$ cat config.mk
export PLATFORM = sky130hd
export DESIGN_NAME = pc
export DESIGN_NICKNAME = d
export VERILOG_FILES = /design/src/rtl/pc_pkg.sv /design/src/rtl/pc_next_mux.sv /design/src/rtl/pc.sv
export SDC_FILE = /design/constraint.sdc
export NUM_CORES = 1
export LEC_CHECK = 0
export ABC_AREA = 1
export CORE_ASPECT_RATIO = 0.6
export CORE_UTILIZATION = 30
export DETAILED_ROUTE_END_ITERATION = 7
export GPL_ROUTABILITY_DRIVEN = 1
export PLACE_DENSITY = 0.76
export SYNTH_ARGS = -nofsm -noshare
export SYNTH_HDL_FRONTEND = slang
export SYNTH_SLANG_ARGS = --single-unit
$ cat constraint.sdc
create_clock -name clk -period 0.8 [get_ports clk]
set_input_delay 0.12 -clock clk [delete_from_list [all_inputs] [get_ports clk]]
set_output_delay 0.12 -clock clk [all_outputs]
set_load 0.05 [all_outputs]
$ cat src/rtl/pc_pkg.sv
// Shared CPU constants used by the program-counter slice.
package pc_pkg;

  // Address width of every PC bus.
  localparam int unsigned ADDR_W = 32;

  // Value the PC holds after reset.
  localparam logic [ADDR_W-1:0] PC_RESET = 32'h0000_0000;

  // Branch is taken only when the instruction is a branch and the ALU reports zero.
  function automatic logic branch_taken(input logic branch, input logic zero);
    return branch & zero;
  endfunction

endpackage

$ cat src/rtl/pc_next_mux.sv
// 2:1 next-PC selector: sequential address or branch target.
module pc_next_mux
  import pc_pkg::*;
#(
  parameter int unsigned WIDTH = ADDR_W
) (
  input  logic [WIDTH-1:0] pcupdate,
  input  logic [WIDTH-1:0] pcbranch,
  input  logic             pcsrc,
  output logic [WIDTH-1:0] pcnext
);

  // Pick the branch target when taken, otherwise the fall-through address.
  always_comb begin
    pcnext = pcupdate;
    if (pcsrc) pcnext = pcbranch;
  end

endmodule

$ cat src/rtl/pc.sv
// Program counter register. Inputs carry no handshake: every input is
// valid on every cycle and the register loads a new value on every edge.
module pc
  import pc_pkg::*;
#(
  parameter int unsigned      WIDTH       = ADDR_W,
  parameter logic [WIDTH-1:0] RESET_VALUE = WIDTH'(PC_RESET)
) (
  input  logic             clk,
  input  logic             reset,
  input  logic             branch,
  input  logic             zero,
  input  logic [WIDTH-1:0] pcbranch,
  input  logic [WIDTH-1:0] pcupdate,
  output logic [WIDTH-1:0] pcupdated
);

  logic             pcsrc;
  logic [WIDTH-1:0] pcnext;

  // Branch condition; addresses pass through verbatim, no masking or increment.
  assign pcsrc = branch_taken(branch, zero);

  pc_next_mux #(
    .WIDTH(WIDTH)
  ) u_next_mux (
    .pcupdate(pcupdate),
    .pcbranch(pcbranch),
    .pcsrc   (pcsrc),
    .pcnext  (pcnext)
  );

  // PC register: synchronous reset wins, otherwise load the selected address.
  always_ff @(posedge clk) begin
    if (reset) pcupdated <= RESET_VALUE;
    else       pcupdated <= pcnext;
  end

endmodule

==> results.sh, run 1 <==
export IMPL_cts_sinks=32
export IMPL_syn_area_um2=1323
export IMPL_top_regs="pcupdated (32)"
export IMPL_path_cells="buf_12"
export IMPL_crit_buf_inv=1
export IMPL_grt_usage=0.1675
export IMPL_p_per_area_nw_per_um2=1605
export IMPL_preCtsSetupSlack_ns=-0.3609
export IMPL_cp_max_fo=1
export IMPL_status="finished with violations"
export IMPL_arrival_ns=0.76
export IMPL_worstSetupPathDepth=1
export IMPL_synth_largest_area_cell="dfxtp_1"
export IMPL_fin_nets=374
export IMPL_cts_max_level=2
export IMPL_viasPerCell=3.959
export IMPL_chipHeight_um=53.43
export IMPL_io_pins=100
export IMPL_synth_top_area_frac=0.4844
export IMPL_cts_root_buf="clkbuf_8"
export IMPL_area_delta_synth_final_pct=117.2
export IMPL_cp_startpoint="pcupdated[31]$_SDFF_PP0_"
export IMPL_synth_net_count=271
export IMPL_synth_top_family_by_area="simple AND/OR/NAND/NOR gates"
export IMPL_yosys_register_bits=32
export IMPL_synthFlopType="dfxtp_1"
export IMPL_core_area_um2=4167
export IMPL_cpLargestDelayFamily="flip-flops"
export IMPL_rows=18
export IMPL_ys_seq_area_frac=0.4844
export IMPL_drt_initial_drc_count=26
export IMPL_die_area_um2=4687
export IMPL_cts_tree="done"
export IMPL_drive_above_1_share=0.2508
export IMPL_crit_type="flip-flop to output port"
export IMPL_synth_cells=203
export IMPL_worst_ep_required_time_ns=0.68
export IMPL_avgSynthCellArea_um2=6.515
export IMPL_vias=1453
export IMPL_drv_cap=0
export IMPL_min_period_over_period=1.099
export IMPL_fmax_mhz=1137
export IMPL_synth_area_leaders="dfxtp_1 48%, nand2_1 18%, nor2_1 18%"
export IMPL_synthAdderAreaFrac=0
export IMPL_yosysUniqueCellTypes=8
export IMPL_leakage_nw=1.451
export IMPL_end_kind="output port"
export IMPL_finalSetupViolations=32
export IMPL_route_detailed_drc=0
export IMPL_finalWorstSetupSlack_ns=-0.07957
export IMPL_rsz0062_at_grt="true"
export IMPL_crit_end="pcupdated[31]"
export IMPL_synthXorXnorAreaFrac=0
export IMPL_first_global_vias=1238
export IMPL_antenna_found_initial=0
export IMPL_worstSetupStartpointType="flip-flop"
export IMPL_crit_path_top_delay_cell="dfxtp_2"
export IMPL_hp_class="input pin to flip-flop"
export IMPL_maxSlewViolCount=0
export IMPL_slew_headroom=0.9196
export IMPL_place_congestion=0.7285
export IMPL_ir_worst_vdd_uv=690.0
export IMPL_violations="negative setup slack"
export IMPL_grt_ovfl_total=0
export IMPL_fill_cells=327
export IMPL_n_antenna_cell=0
export IMPL_synth_commonest_cells="64 x nand2_1, 64 x nor2_1, 33 x inv_1"
export IMPL_grt_pass1_wl_um=5616
export IMPL_synth_compound_area_frac=0
export IMPL_synth_edf_count=0
export IMPL_ys_warn_count=0
export IMPL_cts_buffer_depth=2
export IMPL_clkTransAtPathRegs_ns=0.07
export IMPL_worstMarginPinSlew_ns=0.1205
export IMPL_fin_crit_ns=0.8796
export IMPL_regMostFlops="pcupdated"
export IMPL_cts_buffers=5
export IMPL_setup_tns_ns=-2.161
export IMPL_timing_hold_violations_final=0
export IMPL_grt_max_degree=31
export IMPL_io_buffers=99
export IMPL_drt_pass1_iter_count=4
export IMPL_dp_hpwl_um=2834
export IMPL_dieWidth_um=87.72
export IMPL_synth_simple_gate_area_frac=0.3718
export IMPL_wire_per_inst_um=10.25
export IMPL_synth_async_reset_ratio=0
export IMPL_ant_nets=0
export IMPL_largest_register_ffs=32
export IMPL_synth_mux_area_frac=0
export IMPL_start_util=0.3174
export IMPL_wirelength_um=3762
export IMPL_worst_path_largest_cell_delay_ns=0.35
==> what timing repair did <==
item	4_1_cts	5_1_grt
setup buffers	0	0
gates cloned	1	0
endpoints found under the setup margin	64	34
hold buffers	0	0
resized for setup	34	2
==> per-layer routing <==
layer	track usage	share of wire	vias to the layer above
li1	-	-	773
met1	0.1816	0.42	612
met2	0.2791	0.45	64
met3	0.09204	0.12	4
met4	0.05738	0.0085	0
met5	0	0	-
==> area by class of cell <==
type | count | area, um2 | share of cell area
repair buffers | 105 | 1411 | 0.4913
multi-input cells | 129 | 491.7 | 0.1712
flip-flops and latches | 32 | 680.7 | 0.2369
clock buffers | 8 | 90.09 | 0.03136
inverters | 33 | 123.9 | 0.04312
well taps | 60 | 75.07 | 0.02613
==> per-stage QoR <==
stage	utilization	power (mW)	hold slack, ns	instance area, um2	std cells
global route	0.6895	4.809	0.4101	2873	367
global placement	0.6492	3.314	0.5662	2705	358
CTS	0.6877	4.661	0.4012	2865	367
finish	0.6895	4.611	0.4113	2873	367
floorplan	-	2.428	0.2549	1323	203
detailed placement	0.6492	3.338	0.5671	2705	358
==> worst min path at each step <==
stage	start	end	slack, ns	cells past startpoint
2_1_floorplan	pcbranch[0]	pcupdated[0]$_SDFF_PP0_	0.25	2
3_3_place_gp	pcupdated[17]$_SDFF_PP0_	pcupdated[17]	0.57	1
3_5_place_dp	pcupdated[16]$_SDFF_PP0_	pcupdated[16]	0.57	1
4_1_cts	pcbranch[21]	pcupdated[21]$_SDFF_PP0_	0.40	3
5_1_grt	pcbranch[22]	pcupdated[22]$_SDFF_PP0_	0.41	3
6_report	pcbranch[7]	pcupdated[7]$_SDFF_PP0_	0.41	3
==> cell usage in the layout (no fill, tap or decap), drive strengths merged <==
master         count
dfxtp             32
dlygate4sd2        2
clkbuf             8
buf               37
clkdlybuf4s50     65
bufbuf             1
inv               33
nor2              64
nand2             65
==> cell families (layout without fill, tap and decap cells) <==
logic type / count (synthesis) / in the layout
AND/OR/NAND/NOR: 129 / 129
flip-flops: 32 / 32
buffers and inverters: 42 / 146
==> report_power, final <==
group | internal (mW) | switching [mW] | total, mW
registers | 1.73 | 0.0887 | 1.82
clock network | 0.701 | 0.565 | 1.27
logic | 0.839 | 0.682 | 1.52
Note: power is estimated with default switching activity, not from simulation.
==> inputs of run 2 (changes only) <==
Settings changed: ABC_AREA 1 to unset, CORE_MARGIN set to 1, PLACE_DENSITY 0.76 to 0.72.
==> results.sh, run 2 <==
export IMPL_worstSetupStartpointType="flip-flop"
export IMPL_placedCellCount=296
export IMPL_min_period_over_period=1.100
export IMPL_final_cell_mix="64 x clkdlybuf4s50_1, 38 x buf_12, 32 x nand3_1, 32 x dfxtp_2"
export IMPL_top_regs="pcupdated (32)"
export IMPL_stdcell_area_um2=2999
export IMPL_clkTransAtPathRegs_ns=0.07
export IMPL_synth_mux_area_frac=0
export IMPL_path_cells="buf_12"
export IMPL_ir_worst_vdd_uv=841.1
export IMPL_area_delta_synth_final_pct=96.96
export IMPL_cp_max_fo=1
export IMPL_io_buffers=99
export IMPL_fmax_mhz=1136
export IMPL_wire_per_inst_um=13.12
export IMPL_grt_pass1_wl_um=6223
export IMPL_vias=1383
export IMPL_violations="negative setup slack"
export IMPL_cts_max_level=2
export IMPL_rsz0062_at_grt="true"
export IMPL_arrival_ns=0.76
export IMPL_synth_top_area_frac=0.4207
export IMPL_crit_type="flip-flop to output port"
export IMPL_grt_max_degree=35
export IMPL_antenna_found_initial=0
export IMPL_worst_ep_required_time_ns=0.68
export IMPL_place_congestion=0.6833
export IMPL_synth_simple_gate_area_frac=0.1052
export IMPL_register_area_um2=680.7
export IMPL_leakage_nw=1.222
export IMPL_viasPerCell=4.564
export IMPL_hp_class="input pin to flip-flop"
export IMPL_p_per_area_nw_per_um2=1510
export IMPL_finalWorstSetupSlack_ns=-0.08013
export IMPL_n_antenna_cell=0
export IMPL_io_pins=100
export IMPL_drive_above_1_share=0.4625
export IMPL_rows=19
export IMPL_cts_sinks=32
export IMPL_core_area_um2=4731
export IMPL_synthXorXnorAreaFrac=0
export IMPL_wirelength_um=3975
export IMPL_finalSetupViolations=32
export IMPL_fill_cells=395
export IMPL_regMostFlops="pcupdated"
export IMPL_synthAdderAreaFrac=0
export IMPL_ys_warn_count=0
export IMPL_synth_largest_area_cell="dfxtp_1"
export IMPL_chipHeight_um=57.19
export IMPL_synthFlopType="dfxtp_1"
export IMPL_drt_pass1_iter_count=3
export IMPL_slew_headroom=0.9060
export IMPL_end_kind="output port"
export IMPL_multiInputGateArea_um2=745.7
export IMPL_route_detailed_drc=0
export IMPL_crit_buf_inv=1
export IMPL_synth_net_count=213
export IMPL_ys_seq_area_frac=0.4207
export IMPL_crit_path_top_delay_cell="dfxtp_2"
export IMPL_dp_hpwl_um=2932
export IMPL_final_core_util=0.6340
export IMPL_fin_nets=308
export IMPL_cts_setup_buffers=0
export IMPL_synth_async_reset_ratio=0
export IMPL_cts_root_buf="clkbuf_8"
export IMPL_drv_cap=0
export IMPL_drt_initial_drc_count=20
export IMPL_maxSlewViolCount=0
export IMPL_synth_compound_area_frac=0.3846
export IMPL_fin_crit_ns=0.8801
export IMPL_yosysUniqueCellTypes=9
export IMPL_synth_commonest_cells="32 x dfxtp_1, 32 x nand3_1, 28 x a21bo_1, 28 x a21oi_2"
export IMPL_timing_hold_violations_final=0
export IMPL_cpLargestDelayFamily="flip-flops"
export IMPL_synth_top_family_by_area="compound AO/OA/AOI/OAI gates"
export IMPL_largest_register_ffs=32
export IMPL_dieWidth_um=93.98
export IMPL_grt_ovfl_total=0
export IMPL_first_global_vias=1336
export IMPL_ant_nets=0
export IMPL_syn_area_um2=1523
export IMPL_stdcell_count=303
export IMPL_final_common_cell="clkdlybuf4s50_1"
export IMPL_avgSynthCellArea_um2=10.50
export IMPL_synth_edf_count=0
export IMPL_synth_area_leaders="dfxtp_1 42%, a21bo_1 18%, a21oi_2 16%"
export IMPL_start_util=0.3219
export IMPL_status="finished with violations"
export IMPL_yosys_register_bits=32
export IMPL_synth_cells=145
export IMPL_preCtsSetupSlack_ns=-0.2053
export IMPL_worst_path_largest_cell_delay_ns=0.35
export IMPL_placed_area_um2=2882
export IMPL_die_area_um2=5374
export IMPL_cts_buffer_depth=2
export IMPL_cts_tree="done"
export IMPL_grt_usage=0.1560
export IMPL_cts_buffers=5
export IMPL_worstMarginPinSlew_ns=0.1410
-- run 2: final cells by class --
class | count | area share
clock inverter | 1 | 0.001669
tap | 63 | 0.02628
sequential | 32 | 0.2270
clock buffer | 6 | 0.02420
timing repair buffer | 105 | 0.4723
multi-input combinational | 96 | 0.2486
-- run 2: final timing paths --
check                                 endpoint                      from  cells past startpoint  slack [ns]
worst max-delay path             pcupdated[31]  pcupdated[31]$_SDFF_PP0_                      1       -0.08
worst min-delay path  pcupdated[23]$_SDFF_PP0_                     reset                      3        0.23
-- run 2: cell families after synthesis --
group                  after synthesis
AO/OA/AOI/OAI                       64
AND/OR/NAND/NOR                     32
flip-flops                          32
buffers and inverters               17
-- run 2: repair_timing --
item / 4_1_cts / 5_1_grt
gates resized for setup: 32 / 0
hold buffers: 0 / 0
endpoints found under the setup margin: 32 / 32
-- run 2: per-stage QoR --
stage	hold WS, ns	TNS, ns	power (mW)
after global placement	0.5287	-4.863	3.386
after detailed placement	0.5252	-5.222	3.401
after CTS	0.2221	-2.596	4.610
after global routing	0.2251	-3.242	4.790
final	0.2312	-2.056	4.528
after floorplan	0.1891	0	2.533
-- run 2: power by group --
group          internal (mW)  total, mW  switching (mW)
combinational          0.888       1.57           0.684
sequential              1.72       1.81          0.0848
clock                  0.591       1.15           0.556
total                   3.20       4.53            1.32
-- run 2: routing by layer --
layer,track usage,vias to the layer above,share of wire,wire [um]
met1,0.1785,613,0.42,1684
li1,-,704,-,-
met5,0,-,0,0
met2,0.2471,62,0.45,1784
met4,0.05055,0,0.0075,30
met3,0.08933,4,0.12,475
